`src/rtl/clk_ratio_monitor_if.sv`:
```
// Signal bundle between a clock-health controller and one clk_ratio_monitor.
// The controller side is the master; the monitor itself is the slave.
interface clk_ratio_monitor_if #(
    parameter int CNT_W = 10
);
    logic             enable;
    logic             clk_in;
    logic [CNT_W-1:0] expected;
    logic [3:0]       tolerance;
    logic             err_clr;
    logic             meas_valid;
    logic [CNT_W-1:0] meas_cycles;
    logic [CNT_W-1:0] high_cycles;
    logic             locked;
    logic             error;
    logic             timeout;

    modport master (
        output enable, clk_in, expected, tolerance, err_clr,
        input  meas_valid, meas_cycles, high_cycles, locked, error, timeout
    );

    modport slave (
        input  enable, clk_in, expected, tolerance, err_clr,
        output meas_valid, meas_cycles, high_cycles, locked, error, timeout
    );
endinterface

```
`src/rtl/clk_ratio_monitor.sv`:
```
// Measures sys_clk cycles per NUM_PERIODS periods of a sampled divided clock and
// reports lock, sticky error and timeout against a programmed expectation.
module clk_ratio_monitor #(
    parameter int CNT_W       = 10,
    parameter int NUM_PERIODS = 2,
    parameter int SYNC_STAGES = 2,
    parameter int LOCK_COUNT  = 4
) (
    input  logic               sys_clk,
    input  logic               sys_rst,
    clk_ratio_monitor_if.slave mon
);
    localparam int EDGE_W = (NUM_PERIODS > 1) ? $clog2(NUM_PERIODS) : 1;
    localparam int GC_W   = $clog2(LOCK_COUNT + 1);

    typedef enum logic [1:0] {IDLE, ARM, MEAS} state_t;

    state_t                 state_q;
    logic [SYNC_STAGES-1:0] sync_q;
    logic                   sync_d_q;
    logic [CNT_W-1:0]       cnt_q;
    logic [CNT_W-1:0]       hcnt_q;
    logic [EDGE_W-1:0]      edges_q;
    logic                   meas_valid_q;
    logic [CNT_W-1:0]       meas_q;
    logic [CNT_W-1:0]       high_q;
    logic                   timeout_q;
    logic [GC_W-1:0]        gc_q, gc_d;
    logic                   locked_q, locked_d;
    logic                   error_q, error_d;

    logic sync_w, rise, closing, tmo_now, good;

    function automatic logic [CNT_W:0] abs_diff(input logic [CNT_W-1:0] a,
                                                input logic [CNT_W-1:0] b);
        return (a >= b) ? ({1'b0, a} - {1'b0, b}) : ({1'b0, b} - {1'b0, a});
    endfunction

    function automatic logic [GC_W-1:0] sat_inc(input logic [GC_W-1:0] v);
        return (v >= GC_W'(LOCK_COUNT)) ? GC_W'(LOCK_COUNT) : v + 1'b1;
    endfunction

    assign sync_w  = sync_q[SYNC_STAGES-1];
    assign rise    = sync_w & ~sync_d_q;
    assign closing = (state_q == MEAS) && rise && (edges_q == EDGE_W'(NUM_PERIODS - 1));
    assign tmo_now = (state_q == MEAS) && !closing && (cnt_q == '1);
    assign good    = abs_diff(meas_q, mon.expected) <= (CNT_W + 1)'(mon.tolerance);

    // Lock/error bookkeeping; a new error outranks err_clr in the same cycle.
    always_comb begin
        gc_d     = gc_q;
        locked_d = locked_q;
        error_d  = mon.err_clr ? 1'b0 : error_q;
        if (!mon.enable) begin
            gc_d     = '0;
            locked_d = 1'b0;
        end else if (tmo_now) begin
            gc_d     = '0;
            locked_d = 1'b0;
            error_d  = 1'b1;
        end else if (meas_valid_q) begin
            if (good) begin
                gc_d     = sat_inc(gc_q);
                locked_d = (sat_inc(gc_q) == GC_W'(LOCK_COUNT));
            end else begin
                gc_d     = '0;
                locked_d = 1'b0;
                error_d  = 1'b1;
            end
        end
    end

    always_ff @(posedge sys_clk) begin
        if (sys_rst) begin
            state_q      <= IDLE;
            sync_q       <= '0;
            sync_d_q     <= 1'b0;
            cnt_q        <= '0;
            hcnt_q       <= '0;
            edges_q      <= '0;
            meas_valid_q <= 1'b0;
            meas_q       <= '0;
            high_q       <= '0;
            timeout_q    <= 1'b0;
            gc_q         <= '0;
            locked_q     <= 1'b0;
            error_q      <= 1'b0;
        end else begin
            sync_q       <= {sync_q[SYNC_STAGES-2:0], mon.clk_in};
            sync_d_q     <= sync_w;
            meas_valid_q <= 1'b0;
            timeout_q    <= 1'b0;
            gc_q         <= gc_d;
            locked_q     <= locked_d;
            error_q      <= error_d;
            if (!mon.enable) begin
                state_q <= IDLE;
                cnt_q   <= '0;
                hcnt_q  <= '0;
                edges_q <= '0;
            end else begin
                case (state_q)
                    IDLE: state_q <= ARM;
                    ARM: begin
                        if (rise) begin
                            state_q <= MEAS;
                            cnt_q   <= CNT_W'(1);
                            edges_q <= '0;
                            hcnt_q  <= CNT_W'(sync_w);
                        end
                    end
                    MEAS: begin
                        // The closing edge also opens the next window.
                        if (closing) begin
                            meas_q       <= cnt_q;
                            high_q       <= hcnt_q;
                            meas_valid_q <= 1'b1;
                            cnt_q        <= CNT_W'(1);
                            edges_q      <= '0;
                            hcnt_q       <= CNT_W'(sync_w);
                        end else if (tmo_now) begin
                            timeout_q <= 1'b1;
                            state_q   <= ARM;
                        end else begin
                            cnt_q  <= cnt_q + 1'b1;
                            hcnt_q <= hcnt_q + CNT_W'(sync_w);
                            if (rise) edges_q <= edges_q + 1'b1;
                        end
                    end
                    default: state_q <= IDLE;
                endcase
            end
        end
    end

    assign mon.meas_valid  = meas_valid_q;
    assign mon.meas_cycles = meas_q;
    assign mon.high_cycles = high_q;
    assign mon.locked      = locked_q;
    assign mon.error       = error_q;
    assign mon.timeout     = timeout_q;
endmodule

```
`src/flat_wrapper.sv`:
```
// flat-port wrapper written by rule: the top's interface ports become plain ports
module clk_ratio_monitor_flat 
#(
    parameter int CNT_W       = 10,
    parameter int NUM_PERIODS = 2,
    parameter int SYNC_STAGES = 2,
    parameter int LOCK_COUNT  = 4
)
  (sys_clk, sys_rst, mon_enable, mon_clk_in, mon_expected, mon_tolerance, mon_err_clr, mon_meas_valid, mon_meas_cycles, mon_high_cycles, mon_locked, mon_error, mon_timeout);
  clk_ratio_monitor_if #(.CNT_W(CNT_W)) mon_i ();
  input  logic sys_clk;
  input  logic sys_rst;
  input wire logic [$bits(mon_i.enable)-1:0] mon_enable;
  input wire logic [$bits(mon_i.clk_in)-1:0] mon_clk_in;
  input wire logic [$bits(mon_i.expected)-1:0] mon_expected;
  input wire logic [$bits(mon_i.tolerance)-1:0] mon_tolerance;
  input wire logic [$bits(mon_i.err_clr)-1:0] mon_err_clr;
  output wire logic [$bits(mon_i.meas_valid)-1:0] mon_meas_valid;
  output wire logic [$bits(mon_i.meas_cycles)-1:0] mon_meas_cycles;
  output wire logic [$bits(mon_i.high_cycles)-1:0] mon_high_cycles;
  output wire logic [$bits(mon_i.locked)-1:0] mon_locked;
  output wire logic [$bits(mon_i.error)-1:0] mon_error;
  output wire logic [$bits(mon_i.timeout)-1:0] mon_timeout;
  assign mon_i.enable = mon_enable;
  assign mon_i.clk_in = mon_clk_in;
  assign mon_i.expected = mon_expected;
  assign mon_i.tolerance = mon_tolerance;
  assign mon_i.err_clr = mon_err_clr;
  assign mon_meas_valid = mon_i.meas_valid;
  assign mon_meas_cycles = mon_i.meas_cycles;
  assign mon_high_cycles = mon_i.high_cycles;
  assign mon_locked = mon_i.locked;
  assign mon_error = mon_i.error;
  assign mon_timeout = mon_i.timeout;
  clk_ratio_monitor #(.CNT_W(CNT_W), .NUM_PERIODS(NUM_PERIODS), .SYNC_STAGES(SYNC_STAGES), .LOCK_COUNT(LOCK_COUNT)) u_core (.sys_clk(sys_clk), .sys_rst(sys_rst), .mon(mon_i));
endmodule
```
`config.mk`:
```
export PLATFORM = sky130hd
export DESIGN_NAME = clk_ratio_monitor_flat
export DESIGN_NICKNAME = d
export VERILOG_FILES = /design/src/rtl/clk_ratio_monitor_if.sv /design/src/rtl/clk_ratio_monitor.sv /design/src/flat_wrapper.sv
export SDC_FILE = /design/constraint.sdc
export NUM_CORES = 1
export LEC_CHECK = 0
export CAP_MARGIN = 0
export CORE_MARGIN = 2
export CORE_UTILIZATION = 25
export CTS_CLUSTER_DIAMETER = 50
export DETAILED_ROUTE_END_ITERATION = 6
export HOLD_SLACK_MARGIN = 0.06
export PLACE_DENSITY_LB_ADDON = 0.2
export SLEW_MARGIN = 20
export SYNTH_ARGS = -nofsm -noshare
export SYNTH_HDL_FRONTEND = slang
export SYNTH_SLANG_ARGS = --single-unit
export TNS_END_PERCENT = 50
```
`constraint.sdc`:
```
create_clock -name sys_clk -period 4.5 [get_ports sys_clk]
set_clock_uncertainty 0.1 [all_clocks]
set_input_delay 0.675 -clock sys_clk [delete_from_list [all_inputs] [get_ports sys_clk]]
set_output_delay 0.675 -clock sys_clk [all_outputs]
set_load 0.01 [all_outputs]
```
==> flow_summary.ini, run 1 <==
[status]
outcome = finished clean

[min_path]
hold-path-endpoint = u_core.sync_q[1]
holdPathStages = 1
hp-start = u_core.sync_q[0]
min_path_type = reg -> reg

[worst_setup_path]
crit_path_max_fanout = 9
reg2reg_from = u_core.mon.meas_cycles[1]
r2r_slack_ns = 0.78
crit_type = in -> reg
rr_worst_depth = 15
cp.arrival_ns = 4.07
critPathLaunchType = input pin
worstReg2RegEnd = u_core.mon.error
cp.required_ns = 4.58
worstSetupEndpointType = flip-flop

[sta]
rsz0062_at_grt = no
post-route-min-period_ns = 3.99
fin_setup_tns_ns = 0
slew_headroom_pct = 66.1
final_hold_viol_count = 0
worst_pin_slew_ns = 0.509
final-setup-viol-count = 0
maxSlewViolCount = 0
max_freq_mhz = 250
post-route-period-util_pct = 88.7
setup_ws_ns = 0.507

[global_routing]
use_met3_pct = 2.22
grt.overflow.total = 0
use_met1_pct = 14.9
track_usage_pct = 11.6
grt_pass1_vias = 2795
grt_max_degree = 27
use_met2_pct = 19.9
antenna_found_initial = 0
grt_pass1_wl_um = 13700
grt-busiest-layer = met2

[clock_tree]
clk_pin_slew_ns = 0.07
hold_buffers = 0
numClockSinks = 53
tritoncts = yes
cts_buffer_depth = 2
cts_inserted_buffers = 5
htree_levels = 2
cts_resized = 0
clockRootBuffer = clkbuf_16
cts_setup_buffers = 0
clk_latency_ns = 0.28

[placement]
gp_congestion = 0.909
port-buffer-count = 42
hpwl_um = 6150
dp_slack_ns = 0.162

[routing]
num_vias = 2829
viasPerCell = 4.56
wl_per_cell_um = 13.0
drc_errors = 0
ant_nets = 0
routed_wl_um = 8030
dr.pass1.iters = 4
drt-initial-drc-count = 182

[layout]
nNetsFinal = 501
syn_to_final_growth_pct = 23.4
fillers = 1363
drive_above_1_share_pct = 6.03
final_common_cell = nand2_1
final_cell_mix = nand2_1, dfxtp_1, a21oi_1
antennaDiodeCount = 0

[synthesis]
synth-seq-cells = 53
synth_edf_count = 0
ys_async_sr_fraction_pct = 0
syn_area_um2 = 3270
ys_types = 49
synth_cells = 412
ys_warn_count = 0
yosysSeqAreaShare_pct = 32.5
synth_ff_type = dfxtp_1
synth.avg_cell_area_um2 = 7.93
syn-num-nets = 465

[die]
dieArea_um2 = 14000
ios = 43
die_w_um = 118
die_y_um = 118
row_count = 41
start_util_pct = 25.8
coreArea_um2 = 12700

[power_and_ir_drop]
power.switching_uw = 227
power_density_nw_per_um2 = 250
peakVddDrop_mv = 0.148
p_leak_nw = 1.52
internal_power_uw = 780
clkPwrFrac_pct = 42.1
switching_share_pct = 22.5
power.share.sequential_pct = 47.0
p_comb_share_pct = 10.9

[job]
max-cap-violations = 0
-- cell type report --
type                            instances  area [µm²]  share of cell area, %
Inverter                               40         150                   3.73
Clock inverter                          2        35.0                  0.869
Timing Repair Buffer                   49         473                   11.7
Sequential cell                        53        1060                   26.3
Multi-Input combinational cell        299        1970                   48.9
Tap cell                              172         215                   5.34
Clock buffer                            5         125                   3.10
-- Yosys cell counts (all sizes together), types with 2 or more instances --
cell type  number  share of area, %
o21ai          13               2.0
mux2i           5               1.5
fa              2               1.2
o221ai          3              0.80
and4            4               1.1
xor2           12               3.2
nand2          61               7.0
nand2b          4              0.77
xnor2          13               3.5
nor4            2              0.38
inv            40               4.6
a21oi          44               6.7
ha             32                12
nor2           32               3.7
dfxtp          53                32
a211oi          4              0.92
nand3           9               1.5
nand4           7               1.5
buf             2              0.50
o32ai           3              0.80
a41o            2              0.61
o31ai           3              0.69
clkbuf         18               2.1
o21a            2              0.46
and3            3              0.88
nor3            6              0.92
nor2b           7               1.3
a21o            6               1.4
or3             3              0.57
a31oi           2              0.38
o21bai          2              0.46
-- power groups by stage --
stage | clock network (mW) | logic [mW] | registers, mW
5_1_grt | 0.458 | 0.122 | 0.473
4_1_cts | 0.437 | 0.110 | 0.473
6_report | 0.424 | 0.109 | 0.473
3_5_place_dp | 0 | 0.109 | 0.484
2_1_floorplan | 0 | 0.0694 | 0.483
3_3_place_gp | 0 | 0.110 | 0.484
-- critical path: stages --
cell             delay [ns]
clkdlybuf4s50_1        0.43
ha_1                   0.42
and3_1                 0.24
o21ai_0                0.11
a21oi_1                0.15
nor3b_2                0.23
mux2_2                 0.35
ha_1                   0.28
nor2b_1                0.13
o21ai_0                0.14
nand2b_1               0.07
a21oi_1                0.16
a41o_1                 0.12
o221ai_1               0.25
a41o_1                 0.31
-- stage by stage --
| stage | utilization (%) | hold WS, ns | instance area [µm²] | total power [mW] | instances |
|---|---|---|---|---|---|
| after floorplan | - | 0.314 | 3270 | 0.553 | 412 |
| after global placement | 30.5 | 0.317 | 3870 | 0.594 | 613 |
| after detailed placement | 30.5 | 0.327 | 3870 | 0.593 | 613 |
| after CTS | 31.8 | 0.344 | 4030 | 1.02 | 620 |
| after global routing | 31.8 | 0.356 | 4030 | 1.05 | 620 |
| final | 31.8 | 0.336 | 4030 | 1.01 | 620 |
-- how the worst max path moves through the flow --
stage / start / to / slack [ns] / depth (start not counted)
after floorplan: mon_expected[3] / u_core.mon.error / 0.80 / 15
after global placement: mon_expected[4] / u_core.mon.error / 0.23 / 15
after detailed placement: mon_expected[1] / u_core.mon.error / 0.16 / 15
after CTS: mon_expected[1] / u_core.mon.error / 0.45 / 15
after global routing: mon_expected[1] / u_core.gc_q[2] / 0.16 / 15
final: mon_expected[4] / u_core.mon.error / 0.51 / 15
-- state kept, by name (all words and copies together) (netlist names), 2 cells and up --
name                    count
u_core.cnt_q               10
u_core.gc_q                 3
u_core.hcnt_q              10
u_core.mon.high_cycles     10
u_core.mon.meas_cycles     10
u_core.state_q              2
u_core.sync_q               2
-- cell families after synthesis --
family          share of synthesized area (%)
xor+xnor                                 6.70
flops                                    32.5
buf+inv                                  7.16
simple gates                             21.8
mux                                      1.88
compound gates                           16.5
fa+ha+maj                                13.5
-- layer usage --
metal | part of all wire, % | vias to the layer above
li1 | - | 1449
met1 | 47 | 1312
met2 | 47 | 59
met3 | 3.7 | 9
met4 | 1.5 | 0
met5 | 0 | -
(Power assumes the default switching activity.)
==> inputs of run 2 (changes only) <==
Settings changed: PLACE_DENSITY_LB_ADDON 0.2 to default.
==> run 2 against run 1 <==
  * Global-route usage decreased by 0.15 points
  * Sequential power is essentially flat
  * Register-to-register slack got worse by 0.13 ns
  * Worst setup slack worse by 0.14 ns
  * Largest power group unchanged
  * Highest routed layer unchanged
==> flow_summary.ini, run 2 (same netlist as run 1, synthesis figures left out) <==
[status]
outcome = finished clean

[layout]
final_cell_mix = nand2_1, dfxtp_1, a21oi_1
layout.cells.non_filler = 622
syn_to_final_growth_pct = 23.1
nNetsFinal = 502
stdcell_area_um2 = 4020
drive_above_1_share_pct = 6.22
final_util_pct = 31.7
antennaDiodeCount = 0
fillers = 1354
final_common_cell = nand2_1

[worst_setup_path]
cp.arrival_ns = 4.21
cp.required_ns = 4.58
crit_type = in -> reg
critPathLaunchType = input pin
worstSetupEndpointType = flip-flop
crit_path_max_fanout = 5

[sta]
final_hold_viol_count = 0
maxSlewViolCount = 0
slew_headroom_pct = 38.5
post-route-period-util_pct = 91.8
max_freq_mhz = 242
post-route-min-period_ns = 4.13
fin_setup_tns_ns = 0
worst_pin_slew_ns = 0.919
final-setup-viol-count = 0
rsz0062_at_grt = no

[placement]
dp.cells = 614
place_area_um2 = 3880
port-buffer-count = 42
hpwl_um = 6130
gp_congestion = 0.856

[clock_tree]
numClockSinks = 53
cts_buffer_depth = 2
htree_levels = 2
cts_setup_buffers = 0
clockRootBuffer = clkbuf_16
hold_buffers = 0
cts_resized = 0
clk_latency_ns = 0.29
clk_pin_slew_ns = 0.06
cts_inserted_buffers = 5
tritoncts = yes

[routing]
dr.pass1.iters = 4
num_vias = 2847
wl_per_cell_um = 12.8
routed_wl_um = 7930
ant_nets = 0
drt-initial-drc-count = 135
viasPerCell = 4.58
drc_errors = 0

[power_and_ir_drop]
power_density_nw_per_um2 = 239
p_leak_nw = 1.52
p_total_uw = 959
peakVddDrop_mv = 0.220

[die]
dieArea_um2 = 14000
row_count = 41
die_w_um = 118
ios = 43
die_y_um = 118
coreArea_um2 = 12700
start_util_pct = 25.8

[global_routing]
antenna_found_initial = 0
grt_pass1_vias = 2777
grt_max_degree = 27
grt_pass1_wl_um = 13600
grt.overflow.total = 0
track_usage_pct = 11.5

[job]
max-cap-violations = 0

[min_path]
min_path_type = reg -> reg
-- run 2: worst max-delay path: stages --
cell	delay, ns
clkdlybuf4s50_1	0.54
ha_1	0.27
nor2b_1	0.15
o21ai_0	0.24
a21oi_1	0.15
nor3b_2	0.25
mux2_2	0.36
ha_1	0.29
nor2b_1	0.14
o21ai_0	0.15
nand2b_1	0.08
a21oi_1	0.15
a41o_1	0.13
o221ai_1	0.31
a41o_1	0.34
-- run 2: per-stage QoR --
| step | hold WS [ns] | setup slack, ns |
|---|---|---|
| after floorplan | 0.314 | 0.802 |
| after CTS | 0.341 | 0.375 |
| after global routing | 0.357 | 0.104 |
| after detailed placement | 0.326 | 0.0876 |
| final | 0.338 | 0.368 |
| after global placement | 0.316 | 0.190 |
-- run 2: worst paths after layout --
| path | to | start | slack [ns] | depth (start not counted) |
|---|---|---|---|---|
| max reg2reg | u_core.mon.error | u_core.mon.meas_cycles[1] | 0.65 | 15 |
| min reg2reg | u_core.sync_q[1] | u_core.sync_q[0] | 0.34 | 1 |
| max | u_core.mon.error | mon_expected[1] | 0.37 | 15 |
| min | u_core.sync_q[1] | u_core.sync_q[0] | 0.34 | 1 |
-- run 2: area by class of cell --
| cell class | instances | area, µm² | area share [%] |
|---|---|---|---|
| multi-input combinational | 299 | 1970 | 49.0 |
| sequential | 53 | 1060 | 26.4 |
| timing repair buffer | 50 | 480 | 12.0 |
| tap | 172 | 215 | 5.35 |
| inverter | 40 | 150 | 3.73 |
| clock buffer | 6 | 129 | 3.21 |
| clock inverter | 2 | 13.8 | 0.342 |
-- run 2: per-layer routing --
layer | GRT usage (%) | vias to the layer above | routed length (µm)
li1 | - | 1464 | -
met1 | 14.9 | 1329 | 3690
met2 | 19.8 | 47 | 3870
met3 | 1.69 | 7 | 274
met4 | 3.01 | 0 | 92
met5 | 0 | - | 0
-- run 2: power breakdown --
group | total, mW | internal (mW) | leakage (nW) | switching, mW
clock network | 0.377 | 0.208 | 0.0712 | 0.170
logic | 0.109 | 0.0503 | 1.02 | 0.0585
registers | 0.473 | 0.471 | 0.428 | 0.00201
==> inputs of run 3 (changes only) <==
Settings changed: SLEW_MARGIN 20 to default.
==> results of run 3 <==
Same layout as run 2: the final DEF is identical, and so are final timing and power.
